<file path="src/rtl/dyser_fifo_param.sv">
// Parametrised circular-buffer FIFO for DySER switch/FU links: zero-latency pop,
// optional empty bypass, occupancy/almost-full status and sticky error flags.
module dyser_fifo_param #(
  parameter int WIDTH        = 8,
  parameter int DEPTH        = 4,
  parameter int AFULL_THRESH = DEPTH - 1,
  parameter bit BYPASS       = 1'b1
) (
  input  logic                         clk,
  input  logic                         rst,
  input  logic [WIDTH-1:0]             d_in,
  input  logic                         enq,
  input  logic                         deq,
  input  logic                         flush,
  input  logic                         clr_err,
  output logic [WIDTH-1:0]             d_out,
  output logic                         valid,
  output logic                         busy,
  output logic                         empty,
  output logic                         full,
  output logic                         almost_full,
  output logic [$clog2(DEPTH+1)-1:0]   count,
  output logic                         overflow,
  output logic                         underflow
);

  localparam int AW = $clog2(DEPTH);
  localparam int CW = $clog2(DEPTH + 1);

  logic [WIDTH-1:0] mem_q [DEPTH];
  logic [AW-1:0]    wr_ptr_q, wr_ptr_d;
  logic [AW-1:0]    rd_ptr_q, rd_ptr_d;
  logic [CW-1:0]    count_q, count_d;
  logic             overflow_q, overflow_d;
  logic             underflow_q, underflow_d;

  logic active, is_empty, is_full;
  logic bypass_hit, do_pop, do_push, refuse, starve;

  assign active   = !flush && !rst;
  assign is_empty = (count_q == '0);
  assign is_full  = (count_q == CW'(DEPTH));

  // Simultaneous enq+deq on a full FIFO frees the head slot, so the push is accepted.
  assign bypass_hit = BYPASS && active && enq && deq && is_empty;
  assign do_pop     = active && deq && !is_empty;
  assign do_push    = active && enq && (!is_full || deq) && !bypass_hit;
  assign refuse     = active && enq && is_full && !deq;
  assign starve     = active && deq && is_empty && !bypass_hit;

  always_comb begin
    wr_ptr_d    = wr_ptr_q;
    rd_ptr_d    = rd_ptr_q;
    count_d     = count_q;
    overflow_d  = refuse | (overflow_q & ~clr_err);
    underflow_d = starve | (underflow_q & ~clr_err);
    if (flush) begin
      wr_ptr_d = '0;
      rd_ptr_d = '0;
      count_d  = '0;
    end else begin
      if (do_push) wr_ptr_d = wr_ptr_q + AW'(1);
      if (do_pop)  rd_ptr_d = rd_ptr_q + AW'(1);
      if (do_push && !do_pop)      count_d = count_q + CW'(1);
      else if (do_pop && !do_push) count_d = count_q - CW'(1);
    end
  end

  always_ff @(posedge clk or posedge rst) begin
    if (rst) begin
      wr_ptr_q    <= '0;
      rd_ptr_q    <= '0;
      count_q     <= '0;
      overflow_q  <= 1'b0;
      underflow_q <= 1'b0;
    end else begin
      wr_ptr_q    <= wr_ptr_d;
      rd_ptr_q    <= rd_ptr_d;
      count_q     <= count_d;
      overflow_q  <= overflow_d;
      underflow_q <= underflow_d;
    end
  end

  // Storage is intentionally left unreset.
  always_ff @(posedge clk) begin
    if (do_push) mem_q[wr_ptr_q] <= d_in;
  end

  assign d_out       = bypass_hit ? d_in : mem_q[rd_ptr_q];
  assign valid       = do_pop || bypass_hit;
  assign busy        = refuse;
  assign empty       = is_empty;
  assign full        = is_full;
  assign almost_full = (count_q >= CW'(AFULL_THRESH));
  assign count       = count_q;
  assign overflow    = overflow_q;
  assign underflow   = underflow_q;

endmodule

</file>
<file path="config.mk">
export PLATFORM = sky130hd
export DESIGN_NAME = dyser_fifo_param
export DESIGN_NICKNAME = d
export VERILOG_FILES = /design/src/rtl/dyser_fifo_param.sv
export SDC_FILE = /design/constraint.sdc
export NUM_CORES = 1
export LEC_CHECK = 0
export BUFFER_PORTS_ARGS = -buffer_cell sky130_fd_sc_hd__buf_2
export CAP_MARGIN = 20
export CORE_UTILIZATION = 49
export DETAILED_ROUTE_END_ITERATION = 10
export PLACE_DENSITY = 0.74
export RECOVER_POWER = 100
export SLEW_MARGIN = 20
export SYNTH_ARGS = -nofsm -noshare
export SYNTH_HDL_FRONTEND = slang
export SYNTH_SLANG_ARGS = --single-unit
</file>
<file path="constraint.sdc">
create_clock -name clk -period 1.79 [get_ports clk]
set_input_delay 0.2685 -clock clk [delete_from_list [all_inputs] [get_ports clk]]
set_output_delay 0.2685 -clock clk [all_outputs]
set_load 0.02 [all_outputs]
</file>
-- Word-level counts from Yosys, hierarchy flattened
Memories as Yosys holds them, arrays and structs flattened.
Cells that the tools add are included.
- $add $sub $neg: 4
- $lt $le $gt $ge: 1
- equality and inequality tests: 1
- muxes and demuxes: 10
- bitwise logic cells: 5
- reductions and logical operators: 28
- operators by type and width (kind ; count):
    $logic_and 1x1->1 ; 14
    $mux 3 ; 3
    $logic_not 1->1 ; 8
    $mux 2 ; 4
    $mux 8 ; 1
    $add 2x1->2 const B ; 2
    $reduce_bool 2->1 ; 2
    $add 3x1->3 const B ; 1
    $eq 3x3->1 const B ; 1
    $ge 3x2->1 const B ; 1
    $logic_not 3->1 ; 1
    $reduce_bool 3->1 ; 1
    $sub 3x1->3 const B ; 1
    $and 1x1->1 ; 2
    $logic_or 1x1->1 ; 2
    $mux 1 ; 2
    $or 1x1->1 ; 2
    $not 1->1 ; 1
- register bits: 9
- memory bits (writable): 32
- input port bits: 14
- output and inout bits: 18
- word-level logic and storage cells: 55
- memories kept: 1
- memory list (name ; words ; bits a word ; rd ports ; clocked after Yosys merged registers in ; write ports ; RTL line ; RTL):
    mem_q ; 4 ; 8 ; 1 ; 0 ; 1 ; 30 ; logic [WIDTH-1:0] mem_q [DEPTH];

-- Depth between registers and ports, before layout
Gate-level depths: netlist of the first run.
- depth after elaboration: 12
- mapped depth: 6

-- Worst setup path after synthesis of the first run
OpenSTA, ideal clock, no wires.
- path kind: flip-flop to flip-flop
- from: register count_q[0], in the netlist count[0]
- to: register count_q[2], in the netlist count[2]
- library setup time: 0.094 ns
- data arrival time: 1.750 ns
- slack: -0.054 ns
- stages on the path, launching flop included: 6
- path through: dfrtp_1 -> nor2_1 -> a21oi_4 -> fa_1 -> o221a_1 -> a211oi_1
- word-level cells in the longest chain between the ends: 8
- elaborated cells on any way between the ends: 20
- RTL lines (element ; RTL line ; RTL):
    start, declared ; 33 ; logic [CW-1:0] count_q, count_d;
    start signal, assigned ; 79 ; count_q <= count_d;
    branches (longest 8 deep; another with $sub 3x1->3) ; - ;
Several ways; the timed one is not identified. The select of a mux whose other input is x is not followed.
A chain may end at the register's enable or synchronous reset.

-- Worst setup path after layout of the first run
- from: register count_q[0], in the netlist count[0]
- to: output port d_out[3]
- word-level cells in the longest chain between the ends: 3
- RTL lines (element ; RTL line ; RTL):
    $logic_not 3->1 ; 41 ; assign is_empty = (count_q == '0);
    $logic_and 1x1->1 ; 45 ; assign bypass_hit = BYPASS && active && enq && deq && is_empty;
    $mux 8 ; 90 ; assign d_out = bypass_hit ? d_in : mem_q[rd_ptr_q];
    end, declared ; 16 ; output logic [WIDTH-1:0] d_out,
No other way between the ends.

==> impl_metrics.ini, run 1 <==
[status]
status = finished, violations left
violations = negative setup slack

[drt]
firstDrtPassIters = 4
postRouteAntennaNets = 0
drcViolationCount = 0
drtIter0Drc = 63
vias = 1234
totalWireLength_mm = 3.974
viasPerCell = 5.365
routedWlPerCell_um = 17.28

[grt]
grtUsageTotal_pct = 21.81
antenna_found_initial = 0
grt_pass1_vias = 1290
grt_pass1_wl_mm = 6.285
grt.overflow.total = 0
grt_max_degree = 13

[synthesis]
synthesis.nets = 135
synth_area_per_cell_um2 = 16.27
yosysUniqueCellTypes = 34
yosysSeqAreaShare_pct = 62.86
synth.cell_area_mm2 = 0.001887
syn_inst = 116
synth_largest_area_cell = edfxtp_1
yosys_warnings = 0
synthTopCellsByArea = edfxtp_1, dfrtp_1, mux4_2
yosysTopAreaCellShare_pct = 50.93
yosys_register_bits = 41

[timing]
finalHoldViolCount = 0
finClkSkew_ns = 0.005964
tns_ns = -2.429
period_minus_slack_ns = 2.106
fmax_mhz = 474.8
drv_slew = 0
fin_ws_ns = -0.3160
setup_viol = 10
worstMarginPinSlew_ns = 0.4846
fin_crit_sh_pct = 117.7
rsz0062_at_grt = true
max-slew-margin-rel_pct = 67.57

[setup_path]
crit_type = flip-flop to output pin
worst_setup_path_end_kind = output pin
worstPathMaxFanout = 5
worstPathRequired_ns = 1.52
critPathLaunchType = flip-flop
worstSetupStartpoint = count[0]
rr_startpoint = count[0]
arrival_ns = 1.84

[final_layout]
mostFrequentLayoutCells = edfxtp_1, buf_4, clkbuf_1, buf_2
drive_above_1_share_pct = 48.35
nFillCells = 258
diodes = 0
syn_to_final_growth_pct = 35.48
utilization_pct = 69.30
stdcell_count = 230
mostFrequentLayoutCell = edfxtp_1
nNetsFinal = 200

[pwr]
p_leak_nw = 0.9814
power_w = 0.001861
power.density_mw_per_mm2 = 728.1
vdd_ir_drop_max_uv = 478.5

[flow_run]
cap_violations = 0

[clocking]
postCtsHoldBufs = 0
clock-sinks = 41
numCtsBuffers = 5
clk_pin_slew_ns = 0.07
htreeDepth = 2
insertion_delay_ns = 0.29
clk_path_buf_depth = 2
cts_tree = yes
cts_root_buf = clkbuf_8

[placement]
place_congestion = 0.8917
dp_hpwl_mm = 2.711
numPortBuffers = 31
place.detailed.instances = 215

[die]
ios = 32
start_util_pct = 51.15
die-area_mm2 = 0.004103
core_area_mm2 = 0.003689
die_w_um = 64.06
rows = 22
die_height_um = 64.06

[min_path]
hold_path.class = primary input to async pin
[cell type report]
class	instances	area (um^2)	share of cell area [%]
multi-input cells	63	719.4	28.14
repair buffers	60	462.9	18.11
well taps	48	60.06	2.349
flip-flops and latches	41	1189	46.50
inverters	10	42.54	1.664
clock buffers	6	72.57	2.839
clock inverters	2	10.01	0.3916
[final timing paths]
path,endpoint,slack [ns],cells past startpoint
setup / recovery,d_out[3],-0.32,5
hold / removal,count[1],0.1,3
setup reg to reg,count[2],-0.01,7
hold reg to reg,underflow,0.55,2
max in group asynchronous,count[0],1.39,3
min in group clk,overflow,0.18,2
[critical path: stages (launching register included)]
cell and delay, ns:
dfrtp_2 0.40, or3_4 0.41, clkinv_4 0.09, nand4_4 0.15, mux2_2 0.33, buf_2 0.16
[synthesized netlist by cell type]
master and count:
a211oi_1 1, a21oi_2 1, a21oi_4 1, and2_1 4, buf_1 1, buf_2 2
clkinv_4 1, dfrtp_1 9, edfxtp_1 32, fa_1 1, ha_1 4, inv_1 9
mux2_2 8, mux2_4 1, mux2i_1 1, mux4_2 8, nand2_1 3, nand3_1 1
nand4_1 1, nand4_4 1, nor2_1 9, nor2_2 2, o21ai_0 1, o221a_1 1
o22ai_1 2, o31ai_1 1, o32ai_1 1, or3_4 1, or3b_1 1, or4_1 1
or4b_1 1, or4b_4 1, xnor2_1 1, xor2_1 3
[where the power goes]
group	leakage (nW)	total, W	internal, W	switching (W)
clock	0.0450	0.000569	0.000270	0.000299
sequential	0.410	0.00105	0.00104	0.00000620
combinational	0.527	0.000246	0.000114	0.000132
total	0.981	0.00186	0.00142	0.000438
[flip-flops by register name, indices dropped and copies added (netlist names)]
| signal | flops |
|---|---|
| underflow | 1 |
| rd_ptr_q | 2 |
| count | 3 |
| mem_q | 32 |
| overflow | 1 |
| wr_ptr_q | 2 |
[what timing repair did]
item,in CTS,in global routing
gates cloned,1,0
endpoints found under the setup margin,10,10
gates resized for setup,20,7
setup buffers,5,3
pin swaps,4,7
[through the flow]
stage	setup slack, ns	hold slack, ns	cell area, um^2
final	-0.3160	0.09708	2556
after global routing	-0.3506	0.1282	2556
after CTS	-0.2916	0.09097	2544
after detailed placement	-0.1886	0.4009	2328
after global placement	-0.1976	0.3911	2328
after floorplan	0.01437	0.09628	1892
[routing by layer]
layer | routed length [um] | track usage (%) | part of all wire (%)
met5 | 0 | 0 | 0
met4 | 84 | 8.523 | 2.1
met3 | 165 | 4.286 | 4.2
met2 | 2168 | 39.36 | 55
met1 | 1556 | 25.30 | 39
[cell families after synthesis]
logic type / Yosys count / synth area share, %
flip-flops: 41 / 62.86
AND/OR/NAND/NOR: 26 / 8.819
multiplexers: 18 / 15.65
buffers and inverters: 13 / 2.984
AO/OA/AOI/OAI: 9 / 4.112
adder cells (fa/ha/maj): 5 / 3.714
XOR/XNOR: 4 / 1.857
(Power assumes the default switching activity.)
==> run 2, diff against run 1 <==
--- a/config.mk
+++ b/config.mk
@@ -7,7 +7,8 @@
 export LEC_CHECK = 0
+export ABC_AREA = 1
 export BUFFER_PORTS_ARGS = -buffer_cell sky130_fd_sc_hd__buf_2
 export CAP_MARGIN = 20
-export CORE_UTILIZATION = 49
+export CORE_UTILIZATION = 50
 export DETAILED_ROUTE_END_ITERATION = 10
-export PLACE_DENSITY = 0.74
+export PLACE_DENSITY = 0.75
 export RECOVER_POWER = 100
--- a/constraint.sdc
+++ b/constraint.sdc
@@ -3,2 +3,2 @@
 set_output_delay 0.2685 -clock clk [all_outputs]
-set_load 0.02 [all_outputs]
+set_load 0.1 [all_outputs]
==> run 2 against run 1 <==
Compared with the run above:
- the run still ends with negative setup slack left
- combinational power grew to 6.8 times the previous value
- sequential power increased by 7%
- final cell count rose by 28%
- count of clock-buffer cells in the layout shrank 1
- critical path depth grew 9
- area after synthesis increased by 5.0%
- core utilization grew 8.8 points
- critical path type is now flip-flop to flip-flop
==> impl_metrics.ini, run 2 <==
[synthesis]
yosys_warnings = 0
synth.cell_area_mm2 = 0.001982
synth_flop_cell = edfxtp_1
yosysSeqAreaShare_pct = 59.85
synth_edf_count = 32
yosysUniqueCellTypes = 29
synth_largest_area_cell = edfxtp_1
syn_inst = 187
async_reset_ff_share_pct = 21.95
synthTopCellsByArea = edfxtp_1, dfrtp_1, nor2_1
synthTopCellsByCount = nor2_1, edfxtp_1, o21ai_0
synth_area_per_cell_um2 = 10.60
yosys_register_bits = 41
synthesis.nets = 206
yosysMostFrequentCell = nor2_1
yosysTopAreaCellShare_pct = 48.48

[min_path]
hold_path.class = primary input to flip-flop

[timing]
fin_ws_ns = -0.2482
max-slew-margin-rel_pct = 68.00
setup_viol = 12
rsz0062_at_grt = true
finClkSkew_ns = 0.006959
worstMarginPinSlew_ns = 0.4833
whs_ns = 0.1712
finalHoldViolCount = 0
fmax_mhz = 490.6
drv_slew = 0
period_minus_slack_ns = 2.038
fin_crit_sh_pct = 113.9
tns_ns = -2.492

[drt]
postRouteAntennaNets = 0
totalWireLength_mm = 4.312
vias = 1520
routedWlPerCell_um = 14.62
drtIter0Drc = 92
drcViolationCount = 0
firstDrtPassIters = 4
viasPerCell = 5.153

[setup_path]
cpLargestDelayFamily = simple AND/OR/NAND/NOR gates
crit_type = flip-flop to flip-flop
worst_setup_path_end_kind = flip-flop
critPathLaunchType = flip-flop
worstPathMaxFanout = 2
path_cells = nor2_4, buf_4, buf_6, nand3_2, nand2_2, inv_2, nand3_4, inv_2, fa_2, xor2_2, inv_1, nand2_1, nand3_1, nand2_1
arrival_ns = 2.24
crit_buf_inv = 5
slowest_delay_ns = 0.49
slowest_stage = dfrtp_4
worstPathRequired_ns = 1.99
rrSetupSlack_ns = -0.25

[die]
die_height_um = 64.96
die-area_mm2 = 0.004220
die_w_um = 64.96
core_area_mm2 = 0.003744
rows = 22
ios = 32
start_util_pct = 52.94

[pwr]
power.internal_w = 0.002202
p_sw_w = 0.001502
seqPwrFrac_pct = 30.3
swShare_pct = 40.55
pwr-share-clk_pct = 24.3
power_frac_comb_pct = 45.4
p_leak_nw = 1.177
vdd_ir_drop_max_uv = 962.0
power.density_mw_per_mm2 = 1267

[grt]
grt_max_degree = 18
grt.overflow.total = 0
grt_pass1_wl_mm = 6.955
grt_pass1_vias = 1467
grtUsageTotal_pct = 22.85
antenna_found_initial = 0

[final_layout]
drive_above_1_share_pct = 45.75
top_register = mem_q
diodes = 0
largest_reg_flops = 32
mostFrequentLayoutCell = nor2_1
nFillCells = 220
syn_to_final_growth_pct = 47.47
nNetsFinal = 265
mostFrequentLayoutCells = nor2_1, edfxtp_1, buf_4, o21ai_0, buf_12

[placement]
dp_hpwl_mm = 3.064
numPortBuffers = 31
dpl_worst_slack_ns = -0.05753
place_congestion = 0.8538

[clocking]
clock-sinks = 41
clk_path_buf_depth = 2
cts_root_buf = clkbuf_8
htreeDepth = 2
cts_tree = yes
numCtsBuffers = 5
insertion_delay_ns = 0.30
clk_pin_slew_ns = 0.08

[status]
violations = negative setup slack
status = finished, violations left

[flow_run]
cap_violations = 0
==> run 2: area by class of cell <==
class	count	area, um^2	share of cell area (%)
flip-flops and latches	41	1197	40.97
multi-input cells	117	843.3	28.85
repair buffers	58	584.3	19.99
inverters	23	100.1	3.425
clock buffers	5	68.82	2.354
clock inverters	3	68.82	2.354
well taps	48	60.06	2.055
==> run 2: cell families after synthesis <==
group,count (synthesis),share of synthesized area (%)
AND/OR/NAND/NOR,79,20.58
XOR/XNOR,1,0.4420
AO/OA/AOI/OAI,32,8.712
flip-flops,41,59.85
adder cells (fa/ha/maj),5,3.535
buffers and inverters,29,6.881
==> run 2: metrics by stage <==
step,std cells,utilization (%),total power [W],area (um^2)
after global routing,295,78.07,0.003829,2923
after global placement,283,72.09,0.002697,2699
final,295,78.07,0.003704,2923
after detailed placement,283,72.09,0.002719,2699
after CTS,293,76.84,0.003617,2877
after floorplan,187,-,0.002253,2158
==> run 2: per-layer routing <==
metal  vias to the layer above  wire, um  track usage [%]
li1                        744         -                -
met1                       730      1779            29.14
met2                        39      2236            37.50
met3                         7       235            4.930
met4                         0        61            9.444
met5                         -         0                0
==> run 2: worst paths after layout <==
kind	start	depth (start not counted)	to
max	count[0]	14	count[2]
min	clr_err	2	overflow
max reg2reg	count[0]	14	count[2]
min reg2reg	underflow	2	underflow
max in group asynchronous	rst	4	count[0]
min in group asynchronous	rst	4	count[2]
==> run 2: power groups by stage <==
stage	logic, W	clock network [W]	registers, W
finish	0.00168	0.000900	0.00112
global route	0.00176	0.000942	0.00113
CTS	0.00160	0.000897	0.00112
detailed placement	0.00157	0	0.00114
global placement	0.00155	0	0.00114
floorplan	0.000893	0	0.00136
==> run 2: what timing repair did <==
item	CTS	global route
setup endpoints to repair	11	13
resized for setup	9	10
pin swaps	4	6
buffers inserted	1	2
hold buffers	1	0
hold endpoints to repair	9	0
==> run 3, diff against run 2 <==
BUFFER_PORTS_ARGS = -buffer_cell sky130_fd_sc_hd__buf_4   (was -buffer_cell sky130_fd_sc_hd__buf_2)
CTS_CLUSTER_DIAMETER = 120   (was default)
==> run 3 against run 2 <==
Compared with the run above:
- the flow still finishes with violations (negative setup slack)
- maximum frequency down 0.75%
- design area up 1.9%
- sequential power about the same
- combinational power about the same
- non-clock buffer count up 1
- global-route usage up 3.0 points
- total power down 0.32%
- die area unchanged
- core utilization up 1.5 points
- register-to-register slack worse by 0.02 ns
- sequential cell count unchanged
- clock skew up 0.0015 ns
- largest cell class unchanged
- largest power group unchanged
==> impl_metrics.ini, run 3 (synthesis results as in run 2) <==
[drt]
viasPerCell = 5.348
drtIter0Drc = 121
postRouteAntennaNets = 0
firstDrtPassIters = 4
routedWlPerCell_um = 16.62
drcViolationCount = 0
vias = 1583
totalWireLength_mm = 4.919

[final_layout]
stdcell_count = 296
largest_reg_flops = 32
top_register = mem_q
nFillCells = 225
drive_above_1_share_pct = 43.95
mostFrequentLayoutCell = nor2_1
nNetsFinal = 266
syn_to_final_growth_pct = 50.25
utilization_pct = 79.55
seq_area_mm2 = 0.001199
diodes = 0
mostFrequentLayoutCells = nor2_1, edfxtp_1, buf_4, o21ai_0, buf_12
multi_input_area_um2 = 865.8

[pwr]
swShare_pct = 41.33
p_leak_nw = 1.174
power.density_mw_per_mm2 = 1240
p_sw_w = 0.001526
seqPwrFrac_pct = 30.6
power.internal_w = 0.002166
vdd_ir_drop_max_uv = 832.7
power_frac_comb_pct = 45.1
pwr-share-clk_pct = 24.3

[setup_path]
crit_type = flip-flop to output pin
worstPathMaxFanout = 11
cp.depth = 7
path_cells = nor2_4, nand2_4, inv_12, nand3_4, buf_12, a31oi_4, buf_12
slowest_delay_ns = 0.50
worstPathRequired_ns = 1.52
slowest_stage = dfrtp_4
endpoint = d_out[0]
arrival_ns = 1.79
crit_top_cell = buf_12
worst_setup_path_end_kind = output pin
r2r_cells = 13
r2r_end = count[2]
rr_startpoint = count[1]
crit_buf_inv = 3
rrSetupSlack_ns = -0.26
cpLargestDelayFamily = flip-flops
worstSetupStartpoint = count[1]
critPathLaunchType = flip-flop

[min_path]
worstHoldStart = clr_err
hold_path.class = primary input to flip-flop

[clocking]
clock-sinks = 41
numCtsBuffers = 5
cts_tree = yes
htreeDepth = 2
clk_pin_slew_ns = 0.08
clk_path_buf_depth = 2
cts_root_buf = clkbuf_8
insertion_delay_ns = 0.30

[grt]
grt_use_met2_pct = 48.57
grt.overflow.total = 0
grt_use_met1_pct = 27.82
antenna_found_initial = 0
use_met3_pct = 5.810
grtUsageTotal_pct = 25.89
grt_busiest_layer = met2
grt_pass1_vias = 1691
grt_max_degree = 18
grt_pass1_wl_mm = 7.948

[placement]
place.detailed.instances = 282
numPortBuffers = 31
dp_hpwl_mm = 3.095
dpl_worst_slack_ns = -0.04068
place_congestion = 0.8237

[timing]
setup_viol = 16
period_minus_slack_ns = 2.054
drv_slew = 0
tns_ns = -2.584
worstMarginPinSlew_ns = 0.3758
rsz0062_at_grt = true
fmax_mhz = 487.0
fin_ws_ns = -0.2636
finalHoldViolCount = 0
whs_ns = 0.1594
finClkSkew_ns = 0.008411
fin_crit_sh_pct = 114.7
max-slew-margin-rel_pct = 74.68

[die]
die-area_mm2 = 0.004220
die_w_um = 64.96
rows = 22
ios = 32
start_util_pct = 52.94
die_height_um = 64.96
core_area_mm2 = 0.003744

[status]
violations = negative setup slack
status = finished, violations left

[flow_run]
cap_violations = 0
run 3: changes by cell type in the layout (fill, tap and decap cells not counted), sizes merged:
cell | before | now
buf | 51 | 47
clkbuf | 11 | 16
run 3: repair_timing:
item | in CTS | in global routing
resized for setup | 40 | 10
pin swaps | 11 | 8
hold endpoints to repair | 9 | 0
endpoints found under the setup margin | 12 | 46
hold buffers | 1 | 0
setup buffers | 4 | 2
gates cloned | 0 | 0
run 3: how the worst min path moves through the flow:
stage	endpoint	slack, ns	cells past startpoint
finish	overflow	0.16	2
detailed placement	underflow	0.28	3
CTS	overflow	0.16	2
global route	overflow	0.16	2
floorplan	overflow	0.06	1
global placement	underflow	0.27	3
run 3: metrics by stage:
step	power, W	cell area (um^2)
2_1_floorplan	0.002253	2158
3_3_place_gp	0.002580	2639
3_5_place_dp	0.002608	2639
4_1_cts	0.003643	2964
5_1_grt	0.003799	2978
6_report	0.003692	2978
run 3: layout make-up:
type,count,area share (%)
clock buffers,5,2.311
clock inverters,3,2.311
inverters,23,3.361
multi-input cells,117,29.08
flip-flops and latches,41,40.25
well taps,48,2.017
repair buffers,59,20.67
run 3: power by group through the flow:
stage          Combinational (W)  Clock [W]  Sequential, W
2_1_floorplan           0.000893          0        0.00136
3_3_place_gp             0.00143          0        0.00114
3_5_place_dp             0.00146          0        0.00115
4_1_cts                  0.00161   0.000907        0.00113
5_1_grt                  0.00173   0.000935        0.00113
6_report                 0.00167   0.000897        0.00113
run 3: per-layer routing:
metal  wire length, um  up-vias
met1              1947      778
met3               217        6
met4                52        0
li1                  -      747
met2              2703       52
met5                 0        -
